--- config.mk ---
export PLATFORM = sky130hd
export DESIGN_NAME = multicycle_ctrl_fsm
export DESIGN_NICKNAME = d
export VERILOG_FILES = /design/src/rtl/multicycle_ctrl_fsm.sv
export SDC_FILE = /design/constraint.sdc
export NUM_CORES = 1
export LEC_CHECK = 0
export BUFFER_PORTS_ARGS = -buffer_cell sky130_fd_sc_hd__buf_2
export CORE_MARGIN = 2
export CORE_UTILIZATION = 40
export CTS_BUF_LIST = sky130_fd_sc_hd__clkbuf_4
export DETAILED_ROUTE_END_ITERATION = 10
export PLACE_DENSITY_LB_ADDON = 0.08
export SYNTH_ARGS = -nofsm -noshare
export SYNTH_HDL_FRONTEND = slang
export SYNTH_SLANG_ARGS = --single-unit
export TNS_END_PERCENT = 5
--- constraint.sdc ---
create_clock -name clk -period 2.4 [get_ports clk]
set_input_delay 0.36 -clock clk [delete_from_list [all_inputs] [get_ports clk]]
set_output_delay 0.36 -clock clk [all_outputs]
set_load 0.02 [all_outputs]
--- src/rtl/multicycle_ctrl_fsm.sv ---
// Multi-cycle CPU control unit: fetch/decode/execute/writeback sequencing with
// memory-ready handshake, timeout, condition evaluation and sticky fault halt.
module multicycle_ctrl_fsm #(
    parameter int DATA_W      = 16,
    parameter int IMM_W       = 8,
    parameter int NREG        = 16,
    parameter int REG_AW      = 4,
    parameter int OP_W        = 8,
    parameter int MEM_TIMEOUT = 15,
    parameter int TO_W        = 4
) (
    input  logic              clk,
    input  logic              reset,
    input  logic [3:0]        instr_class,
    input  logic [OP_W-1:0]   opcode_in,
    input  logic [REG_AW-1:0] rdst_in,
    input  logic [REG_AW-1:0] rsrc_in,
    input  logic [IMM_W-1:0]  imm_in,
    input  logic              imm_signed,
    input  logic [3:0]        cond_in,
    input  logic [4:0]        flags,
    input  logic              mem_ready,
    output logic              pc_en,
    output logic [1:0]        pc_sel,
    output logic              IR_enable,
    output logic              flag_enable,
    output logic              imm_mux,
    output logic              tristate_en,
    output logic              mem_req,
    output logic              we_enable,
    output logic              ls_control,
    output logic [NREG-1:0]   reg_we,
    output logic [REG_AW-1:0] rsrc_out,
    output logic [REG_AW-1:0] rdst_out,
    output logic [OP_W-1:0]   opcode_out,
    output logic [DATA_W-1:0] immediate_out,
    output logic              illegal_instr,
    output logic              bus_error,
    output logic [3:0]        state_output
);

    typedef enum logic [3:0] {
        S_RST    = 4'd0,
        S_FETCH  = 4'd1,
        S_DECODE = 4'd2,
        S_EXR    = 4'd3,
        S_EXI    = 4'd4,
        S_STOR   = 4'd5,
        S_LDA    = 4'd6,
        S_LDW    = 4'd7,
        S_BR     = 4'd8,
        S_NOP    = 4'd9,
        S_HALT   = 4'd10
    } state_t;

    state_t            r_state;
    state_t            w_state_next;
    logic [TO_W-1:0]   r_to_cnt;
    logic              r_illegal;
    logic              r_bus_err;
    logic              w_set_ill;
    logic              w_set_bus;
    logic              w_wait_state;
    logic              w_to_hit;
    logic              w_taken;
    logic [NREG-1:0]   w_reg_we_dec;
    logic [DATA_W-1:0] w_imm_ext;

    // Indices at or beyond NREG match no decoder line, giving an all-zero enable.
    genvar gi;
    generate
        for (gi = 0; gi < NREG; gi++) begin : g_reg_we
            assign w_reg_we_dec[gi] = (32'(rdst_in) == 32'(gi));
        end
        if (DATA_W > IMM_W) begin : g_ext
            assign w_imm_ext = {{(DATA_W-IMM_W){imm_signed & imm_in[IMM_W-1]}}, imm_in};
        end else begin : g_noext
            assign w_imm_ext = imm_in;
        end
    endgenerate

    // flags = {C, L, F, Z, N}
    always_comb begin
        w_taken = 1'b0;
        case (cond_in)
            4'h0: w_taken =  flags[1];
            4'h1: w_taken = ~flags[1];
            4'h2: w_taken =  flags[4];
            4'h3: w_taken = ~flags[4];
            4'h4: w_taken =  flags[3];
            4'h5: w_taken = ~flags[3];
            4'h6: w_taken =  flags[0];
            4'h7: w_taken = ~flags[0];
            4'h8: w_taken =  flags[2];
            4'h9: w_taken = ~flags[2];
            4'hA: w_taken = ~flags[3] & ~flags[1];
            4'hB: w_taken =  flags[3] |  flags[1];
            4'hC: w_taken = ~flags[0] & ~flags[1];
            4'hD: w_taken =  flags[0] |  flags[1];
            4'hE: w_taken = 1'b1;
            default: w_taken = 1'b0;
        endcase
    end

    assign w_wait_state = (r_state == S_FETCH) || (r_state == S_STOR) || (r_state == S_LDA);
    // A mem_ready arriving on the limit cycle still completes the transfer.
    assign w_to_hit = (MEM_TIMEOUT != 0) && !mem_ready &&
                      (r_to_cnt == TO_W'(MEM_TIMEOUT - 1));

    always_comb begin
        w_state_next = r_state;
        w_set_ill    = 1'b0;
        w_set_bus    = 1'b0;
        case (r_state)
            S_RST:   w_state_next = S_FETCH;
            S_FETCH: begin
                if (mem_ready) begin
                    w_state_next = S_DECODE;
                end else if (w_to_hit) begin
                    w_state_next = S_HALT;
                    w_set_bus    = 1'b1;
                end
            end
            S_DECODE: begin
                case (instr_class)
                    4'b0000: w_state_next = S_NOP;
                    4'b0001: w_state_next = S_EXR;
                    4'b0010: w_state_next = S_EXI;
                    4'b0100: w_state_next = S_LDA;
                    4'b0101: w_state_next = S_STOR;
                    4'b1000,
                    4'b1100: w_state_next = S_BR;
                    default: begin
                        w_state_next = S_HALT;
                        w_set_ill    = 1'b1;
                    end
                endcase
            end
            S_EXR, S_EXI, S_LDW, S_BR, S_NOP: w_state_next = S_FETCH;
            S_STOR: begin
                if (mem_ready) begin
                    w_state_next = S_FETCH;
                end else if (w_to_hit) begin
                    w_state_next = S_HALT;
                    w_set_bus    = 1'b1;
                end
            end
            S_LDA: begin
                if (mem_ready) begin
                    w_state_next = S_LDW;
                end else if (w_to_hit) begin
                    w_state_next = S_HALT;
                    w_set_bus    = 1'b1;
                end
            end
            S_HALT:  w_state_next = S_HALT;
            default: w_state_next = S_RST;
        endcase
    end

    always_ff @(posedge clk or negedge reset) begin
        if (!reset) begin
            r_state   <= S_RST;
            r_to_cnt  <= '0;
            r_illegal <= 1'b0;
            r_bus_err <= 1'b0;
        end else begin
            r_state <= w_state_next;
            if (w_set_ill) r_illegal <= 1'b1;
            if (w_set_bus) r_bus_err <= 1'b1;
            // Any state change clears the wait counter; it saturates when waiting forever.
            if (w_state_next != r_state) begin
                r_to_cnt <= '0;
            end else if (w_wait_state && !mem_ready && (r_to_cnt != '1)) begin
                r_to_cnt <= r_to_cnt + TO_W'(1);
            end
        end
    end

    always_comb begin
        pc_en         = 1'b0;
        pc_sel        = 2'b00;
        IR_enable     = 1'b0;
        flag_enable   = 1'b0;
        imm_mux       = 1'b0;
        tristate_en   = 1'b0;
        mem_req       = 1'b0;
        we_enable     = 1'b0;
        ls_control    = 1'b0;
        reg_we        = '0;
        rsrc_out      = '0;
        rdst_out      = '0;
        opcode_out    = '0;
        immediate_out = '0;
        case (r_state)
            S_FETCH: begin
                mem_req   = 1'b1;
                IR_enable = mem_ready;
            end
            S_EXR, S_EXI: begin
                opcode_out  = opcode_in;
                rsrc_out    = (r_state == S_EXI) ? rdst_in : rsrc_in;
                rdst_out    = rdst_in;
                flag_enable = 1'b1;
                reg_we      = w_reg_we_dec;
                pc_en       = 1'b1;
                if (r_state == S_EXI) begin
                    imm_mux       = 1'b1;
                    immediate_out = w_imm_ext;
                end
            end
            S_STOR: begin
                rsrc_out   = rsrc_in;
                rdst_out   = rdst_in;
                ls_control = 1'b1;
                mem_req    = 1'b1;
                we_enable  = 1'b1;
                pc_en      = mem_ready;
            end
            S_LDA: begin
                rdst_out   = rsrc_in;
                ls_control = 1'b1;
                mem_req    = 1'b1;
            end
            S_LDW: begin
                tristate_en = 1'b1;
                reg_we      = w_reg_we_dec;
                pc_en       = 1'b1;
            end
            S_BR: begin
                pc_en    = 1'b1;
                rdst_out = rdst_in;
                if (w_taken) pc_sel = (instr_class == 4'b1100) ? 2'b01 : 2'b10;
            end
            S_NOP:   pc_en = 1'b1;
            default: ;
        endcase
    end

    assign illegal_instr = r_illegal;
    assign bus_error     = r_bus_err;
    assign state_output  = r_state;

endmodule

======== Yosys cells after proc, flatten, opt, wreduce, memory -nomap -nowiden ========
Index checks and enable logic that the tools add are counted.
storage, ports and cells
  bits in registers ....................... 10
  input bits .............................. 41
  output and inout bits ................... 64
  word-level logic and storage cells ...... 116
cells by class
  add/subtract/negate cells ............... 1
  equality and inequality tests ........... 48
  multiplexer cells ....................... 33
  bitwise logic cells ..................... 10
  reductions and logical operators ........ 20
operators by type and width
  cell                                           count
  == test 4 bit, second input constant           21
  == test 4 x 3 -> 1 bit, second input constant  14
  two-way mux 16 bit                             3
  one-hot mux 4 bit (6 select lines)             2
  == test 4 x 2 -> 1 bit, second input constant  7
  two-way mux 4 bit                              7
  == test 4 x 1 -> 1 bit, second input constant  4
  zero test 4 bit                                4
  one-hot mux 4 bit (2 select lines)             2
  one-hot mux 1 bit (15 select lines)            1
  two-way mux 1 bit                              13
  two-way mux 8 bit                              1
  OR reduction 7 bit                             1
  two-way mux 2 bit                              3
  OR reduction 2 bit                             3
  OR reduction 3 bit                             2
  OR reduction 6 bit                             1
  NOT 1 bit                                      5
  OR reduction 5 bit                             1
  adder 4 x 1 -> 4 bit, second input constant    1
  inequality test 4 bit                          1
  inequality test 4 bit, second input constant   1
  OR reduction 4 bit                             1
  bitwise AND 1 bit                              3
  6 further kinds                                10

======== Logic depth before layout (Yosys ltp) ========
Gate-level depths: netlist of run 1.
  word-level depth ........................ 7
  depth in mapped cells ................... 8
  depth with buffers taken out ............ 7

======== Least setup slack after synthesis of run 1 ========
OpenSTA, ideal clock, no wires.
  path type ............................... flip-flop to output port
  start ................................... register r_state[3] (netlist: state_output[3])
  end ..................................... output port immediate_out[10]
  arrival time ............................ 1971 ps
  required time ........................... 2040 ps
  slack ................................... 69 ps
  cell stages (with the launch flop) ...... 7
  buffers on the path ..................... 3
  path through ............................ dfrtp_1 > buf_2 > buf_2 > and2b_1 > and3_1 > and2_1 > buf_4
on the way
  longest elaborated chain between the ends .. 3
  elaborated cells on any way between the ends .. 5
  those cells by class .................... eq/ne: 2; mux: 2; reduce/logical: 1
ends and longest elaborated chain
  what                                                                     RTL line  RTL
  from (decl)                                                              56        state_t r_state;
  from (signal assigned)                                                   168       r_state <= w_state_next;
  == test 4 x 3 -> 1 bit / == test 4 x 2 -> 1 bit (equally long branches)  195, 207
  two-way mux 16 bit / OR reduction 2 bit (equally long branches)          n/a
  two-way mux 16 bit (*)                                                   195       case (r_state)
  to (decl)                                                                36        output logic [DATA_W-1:0] immediate_out,
Mark *: on every way between the ends. The rest lies on a longest branch, timed or not.

======== Worst setup path after layout of run 1 ========
  start ................................... register r_state[3] (netlist: state_output[3])
  end ..................................... output port pc_sel[1]
on the way
  longest elaborated chain between the ends .. 2
ends and longest elaborated chain
  what               RTL line  RTL
  == test 4 bit      195
  two-way mux 2 bit  195
  to (decl)          24        output logic [1:0] pc_sel,
No other way between the ends.

==> impl_metrics.env, run 1 <==
export IMPL_grt_ovfl_total=0
export IMPL_area_growth_pct=33.3
export IMPL_finalSetupViolations=0
export IMPL_synth_area_per_cell_um2=7.12
export IMPL_hold_viol_final=0
export IMPL_drtIter0Drc=73
export IMPL_rsz0062_at_grt="false"
export IMPL_finClkSkew_ns=0.00897
export IMPL_worst_slew_pin_slew_ns=0.486
export IMPL_drive_above_1_share_pct=41.8
export IMPL_min_period_ns=2.25
export IMPL_core_mm2=0.00400
export IMPL_dr_pass1_iters=4
export IMPL_status="completed"
export IMPL_period_share_pct=93.8
export IMPL_slowest_stage="dfrtp_1"
export IMPL_die_area_mm2=0.00470
export IMPL_synth_cell_types=60
export IMPL_cts_root_buffer="clkbuf_4"
export IMPL_vias_per_cell=5.18
export IMPL_critPathMaxFanout=14
export IMPL_h_tree_depth=1
export IMPL_slowest_delay_ns=0.65
export IMPL_end_kind="output port"
export IMPL_vdd_drop_max_mv=0.392
export IMPL_yosysSeqAreaShare_pct=15.0
export IMPL_ant_nets=0
export IMPL_crit_type="flop to output port"
export IMPL_gp_congestion=0.808
export IMPL_worst_path_buf_inv=2
export IMPL_synth_area_top_cells="dfrtp_1, nor2_1, buf_4, and3_1, nand2_1"
export IMPL_nets=373
export IMPL_yosysMostFrequentCell="nor2_1"
export IMPL_power_density_mw_per_mm2=702
export IMPL_fillerInstances=411
export IMPL_required_ns=2.04
export IMPL_final_max_slew_viol_count=0
export IMPL_path_cells="buf_4 -> and3_1 -> nor3b_1 -> buf_2"
export IMPL_rows=23
export IMPL_power_w=0.00156
export IMPL_crit_arrival_ns=1.89
export IMPL_io_buffer_count=104
export IMPL_cp_start_kind="flop"
export IMPL_synth_top_area_share_pct=15.0
export IMPL_synth_edff_count=0
export IMPL_antenna_found_initial=0
export IMPL_ys_ff_latch=10
export IMPL_hp_class="flop to flop"
export IMPL_synthCells=234
export IMPL_numCtsBuffers=3
export IMPL_grtUsageTotal_pct=19.3
export IMPL_initial_core_util_pct=41.6
export IMPL_synth_largest_area_cell="dfrtp_1"
export IMPL_ys_top_cells_by_count="nor2_1, nand2_1, nor3_1"
export IMPL_cts_tree="done"
export IMPL_clk_path_buf_depth=2
export IMPL_stdcell_area_mm2=0.00222
export IMPL_grt_max_degree=15
export IMPL_async_reset_ff_share_pct=100
export IMPL_numClockSinks=10
export IMPL_die_width_um=68.5
export IMPL_fin_setup_tns_ns=0
export IMPL_vias=1959
export IMPL_num_io_pins=105
export IMPL_postCtsSetupBuffers=0
export IMPL_placed_cell_area_mm2=0.00218
export IMPL_clk_latency_ns=0.27
export IMPL_path_delay_family="flip-flops"
export IMPL_grt_pass1_wl_mm=7.16
export IMPL_wl_mm=4.94
export IMPL_hpwl_mm=3.91
export IMPL_p_leak_nw=1.19
export IMPL_die_h_um=68.5
export IMPL_yosysWarnings=0
export IMPL_slew_headroom_pct=67.6
export IMPL_synth_top_flop_cell="dfrtp_1"
export IMPL_cts_clk_slew_worst_paths_ns=0.07
export IMPL_max_freq_mhz=444
export IMPL_diodes=0
export IMPL_syn_nets=277
export IMPL_max_cap_viol_count=0
export IMPL_wl_per_cell_um=13.1
export IMPL_first_global_vias=1639
export IMPL_syn_area_mm2=0.00167
export IMPL_drc_errors=0
==> placed cells by master (no fill, tap or decap), types with 6 or more instances in the layout <==
master	instances
a22oi_1	6
dfrtp_1	10
nand2_1	17
nand3_1	10
nor2b_1	7
o21ai_0	7
nor2_1	27
and2_1	9
o21ai_1	6
a21oi_1	10
and3_1	11
nor3_1	12
buf_4	8
buf_2	104
inv_1	7
nand2b_1	7
==> cells by family (layout without fill, tap and decap cells) <==
kind of cell / count (synthesis) / in the layout / share of synthesized area, %
DFF: 10 / 10 / 15.0
AOI/OAI and AO/OA: 59 / 59 / 25.5
xor gates and xnor gates: 3 / 3 / 1.58
and+or+nand+nor: 124 / 124 / 42.9
adders and majority gates: 2 / 2 / 1.50
muxes: 6 / 6 / 4.13
buffers and inverters: 30 / 124 / 9.32
==> worst paths after layout <==
path,slack [ns],cells after the start,startpoint,end
max,0.15,4,state_output[3],pc_sel[1]
min,0.47,1,illegal_instr,illegal_instr
max reg2reg,0.47,6,state_output[0],r_to_cnt[2]
min reg2reg,0.47,1,illegal_instr,illegal_instr
max in group asynchronous,1.72,2,reset,r_to_cnt[0]
min in group asynchronous,0.48,2,reset,state_output[1]
==> report_power, final <==
| group | switching, W | total, W | internal (W) |
|---|---|---|---|
| clock | 0.0000607 | 0.000119 | 0.0000580 |
| combinational | 0.000694 | 0.00116 | 0.000470 |
| sequential | 0.0000737 | 0.000276 | 0.000202 |
| total | 0.000829 | 0.00156 | 0.000730 |
==> flip-flops by register name (all words and copies together) (netlist names) <==
signal,cells
state_output,4
r_to_cnt,4
illegal_instr,1
bus_error,1
==> area by class of cell <==
type                    instances  area (um2)  share of cell area (%)
clock buffers                   3        22.5                    1.01
well taps                      50        62.6                    2.82
multi-input cells             194        1260                    56.9
repair buffers                113         591                    26.6
flip-flops and latches         10         250                    11.3
inverters                       8        30.0                    1.35
==> through the flow <==
step                std cells  utilization, %  hold WS (ns)  worst slack (ns)
floorplan                 234               -        0.0644            0.0686
global placement          374            54.6         0.238             0.204
detailed placement        374            54.6         0.241             0.215
CTS                       378            55.4         0.475            0.0754
global route              378            55.5         0.493           0.00158
finish                    378            55.5         0.466             0.148
==> what timing repair did <==
| action | 4_1_cts | 5_1_grt |
|---|---|---|
| hold endpoints to repair | 10 | 0 |
| resized for setup | 0 | 1 |
| setup endpoints to repair | 0 | 15 |
| hold buffers | 1 | 0 |
==> metal layers <==
layer	share of wire, %	global-route usage, %	wire (um)	vias up
met1	45	24.6	2240	888
li1	-	-	-	1030
met4	0.38	3.75	19	0
met2	51	35.9	2500	39
met5	0	0	0	-
met3	3.7	0.974	181	2
No activity file was read; power rests on OpenSTA's default activity.
==> run 2: changes to the inputs <==
--- a/config.mk
+++ b/config.mk
@@ -8,7 +8,7 @@
 export BUFFER_PORTS_ARGS = -buffer_cell sky130_fd_sc_hd__buf_2
 export CORE_MARGIN = 2
 export CORE_UTILIZATION = 40
-export CTS_BUF_LIST = sky130_fd_sc_hd__clkbuf_4
+export CTS_BUF_LIST = sky130_fd_sc_hd__clkbuf_8
 export DETAILED_ROUTE_END_ITERATION = 10
 export PLACE_DENSITY_LB_ADDON = 0.08
 export SYNTH_ARGS = -nofsm -noshare
==> run 2 against run 1 <==
Net effect:
- worst hold slack got worse by 0.0045 ns
- clock skew fell by 0.0022 ns
- maximum frequency rose by 0.65%
- non-clock buffer count did not move
- global-route usage rose by 0.10 points
- design area rose by 0.85%
- die area did not move
- largest cell class unchanged
- highest routed layer unchanged
==> impl_metrics.env, run 2 (synthesized netlist as in run 1, its figures left out) <==
export IMPL_die_area_mm2=0.00470
export IMPL_grt_max_degree=15
export IMPL_grt_met1_usage_pct=24.7
export IMPL_min_period_ns=2.24
export IMPL_grt_pass1_wl_mm=7.17
export IMPL_worst_slew_pin_slew_ns=0.477
export IMPL_hp_start="illegal_instr"
export IMPL_rrSetupSlack_ns=0.47
export IMPL_drive_above_1_share_pct=41.8
export IMPL_die_width_um=68.5
export IMPL_finalSetupViolations=0
export IMPL_rows=23
export IMPL_hp_class="flop to flop"
export IMPL_wl_mm=4.93
export IMPL_cp_startpoint="flags[1]"
export IMPL_grt_use_met3_pct=1.95
export IMPL_crit_arrival_ns=1.88
export IMPL_finClkSkew_ns=0.00676
export IMPL_status="completed"
export IMPL_cts_root_buffer="clkbuf_8"
export IMPL_crit_type="input port to output port"
export IMPL_busiest_layer="met2"
export IMPL_area_growth_pct=34.4
export IMPL_met2_usage_pct=35.8
export IMPL_required_ns=2.04
export IMPL_numClockSinks=10
export IMPL_cp_start_kind="input port"
export IMPL_antenna_found_initial=0
export IMPL_diodes=0
export IMPL_p_leak_nw=1.19
export IMPL_dr_pass1_iters=4
export IMPL_pwr_share_comb_pct=71.9
export IMPL_whs_endpoint="illegal_instr"
export IMPL_gp_congestion=0.808
export IMPL_fin_util_pct=56.0
export IMPL_numCtsBuffers=3
export IMPL_rsz0062_at_grt="false"
export IMPL_max_cap_viol_count=0
export IMPL_nets=373
export IMPL_initial_core_util_pct=41.6
export IMPL_wl_per_cell_um=13.0
export IMPL_grtUsageTotal_pct=19.4
export IMPL_cts_clk_slew_worst_paths_ns=0.05
export IMPL_layout_common_cells="buf_2, nor2_1, nand2_1"
export IMPL_max_freq_mhz=447
export IMPL_switchingPower_w=0.000835
export IMPL_ant_nets=0
export IMPL_num_io_pins=105
export IMPL_slew_headroom_pct=68.2
export IMPL_placed_cell_area_mm2=0.00218
export IMPL_final_max_slew_viol_count=0
export IMPL_first_global_vias=1646
export IMPL_grt_ovfl_total=0
export IMPL_h_tree_depth=1
export IMPL_power_w=0.00162
export IMPL_final_common_cell="buf_2"
export IMPL_hold_slack_ns=0.461
export IMPL_clock_power_share_pct=11.0
export IMPL_power_density_mw_per_mm2=723
export IMPL_seqPwrFrac_pct=17.1
export IMPL_internal_power_w=0.000783
export IMPL_postCtsSetupBuffers=0
export IMPL_hold_viol_final=0
export IMPL_drtIter0Drc=77
export IMPL_cts_tree="done"
export IMPL_fin_setup_tns_ns=0
export IMPL_vias_per_cell=5.17
export IMPL_r2r_end="r_to_cnt[2]"
export IMPL_netSwitchingFraction_pct=51.6
export IMPL_hpwl_mm=3.91
export IMPL_r2r_start="state_output[0]"
export IMPL_stdcell_area_mm2=0.00224
export IMPL_core_mm2=0.00400
export IMPL_r2r_cells=6
export IMPL_hold_depth=1
export IMPL_clk_path_buf_depth=2
export IMPL_io_buffer_count=104
export IMPL_die_h_um=68.5
export IMPL_vias=1956
export IMPL_clk_latency_ns=0.24
export IMPL_drc_errors=0
export IMPL_vdd_drop_max_mv=0.457
export IMPL_period_share_pct=93.2
export IMPL_end_kind="output port"
export IMPL_critPathMaxFanout=5
==> run 2: cell types whose count changed in the layout (fill, tap and decap cells not counted) <==
cell      before  now
clkbuf_4       3    0
clkbuf_8       0    3
==> run 2: what timing repair did <==
item,CTS,global route
endpoints found under the hold margin,10,0
hold buffers,1,0
resized for setup,0,1
endpoints found under the setup margin,0,12
==> run 2: layout make-up <==
type	count	area, um2
flip-flops and latches	10	250
well taps	50	62.6
inverters	8	30.0
repair buffers	113	591
clock buffers	3	41.3
multi-input cells	194	1260
fillers	406	1760
==> run 2: how the worst max path moves through the flow <==
stage / depth (start not counted) / slack [ns] / endpoint
after detailed placement: 7 / 0.21 / pc_sel[1]
after global routing: 6 / 0.04 / reg_we[0]
after CTS: 6 / 0.11 / reg_we[0]
after floorplan: 6 / 0.07 / immediate_out[10]
after global placement: 7 / 0.20 / pc_sel[1]
final: 7 / 0.16 / pc_sel[1]
==> run 2: critical path, stage by stage <==
cell,delay (ns)
buf_2,0.12
nor2_1,0.10
mux2_2,0.34
a2111oi_0,0.42
nor3_1,0.12
nor3b_1,0.21
buf_2,0.19
==> run 2: power by group through the flow <==
| stage | logic [W] | registers, W | clock network (W) |
|---|---|---|---|
| final | 0.00116 | 0.000276 | 0.000179 |
| after global routing | 0.00127 | 0.000286 | 0.000186 |
| after CTS | 0.00117 | 0.000274 | 0.000178 |
| after detailed placement | 0.00117 | 0.000277 | 0 |
| after global placement | 0.00116 | 0.000275 | 0 |
| after floorplan | 0.000840 | 0.000264 | 0 |
==> run 2: per-stage QoR <==
step	instances	setup slack, ns
6_report	378	0.163
3_3_place_gp	374	0.204
5_1_grt	378	0.0360
4_1_cts	378	0.112
3_5_place_dp	374	0.215
2_1_floorplan	234	0.0686
==> run 2: routing by layer <==
metal,wire [um],up-vias
met3,188,5
li1,-,1029
met1,2230,882
met5,0,-
met4,28,0
met2,2480,40
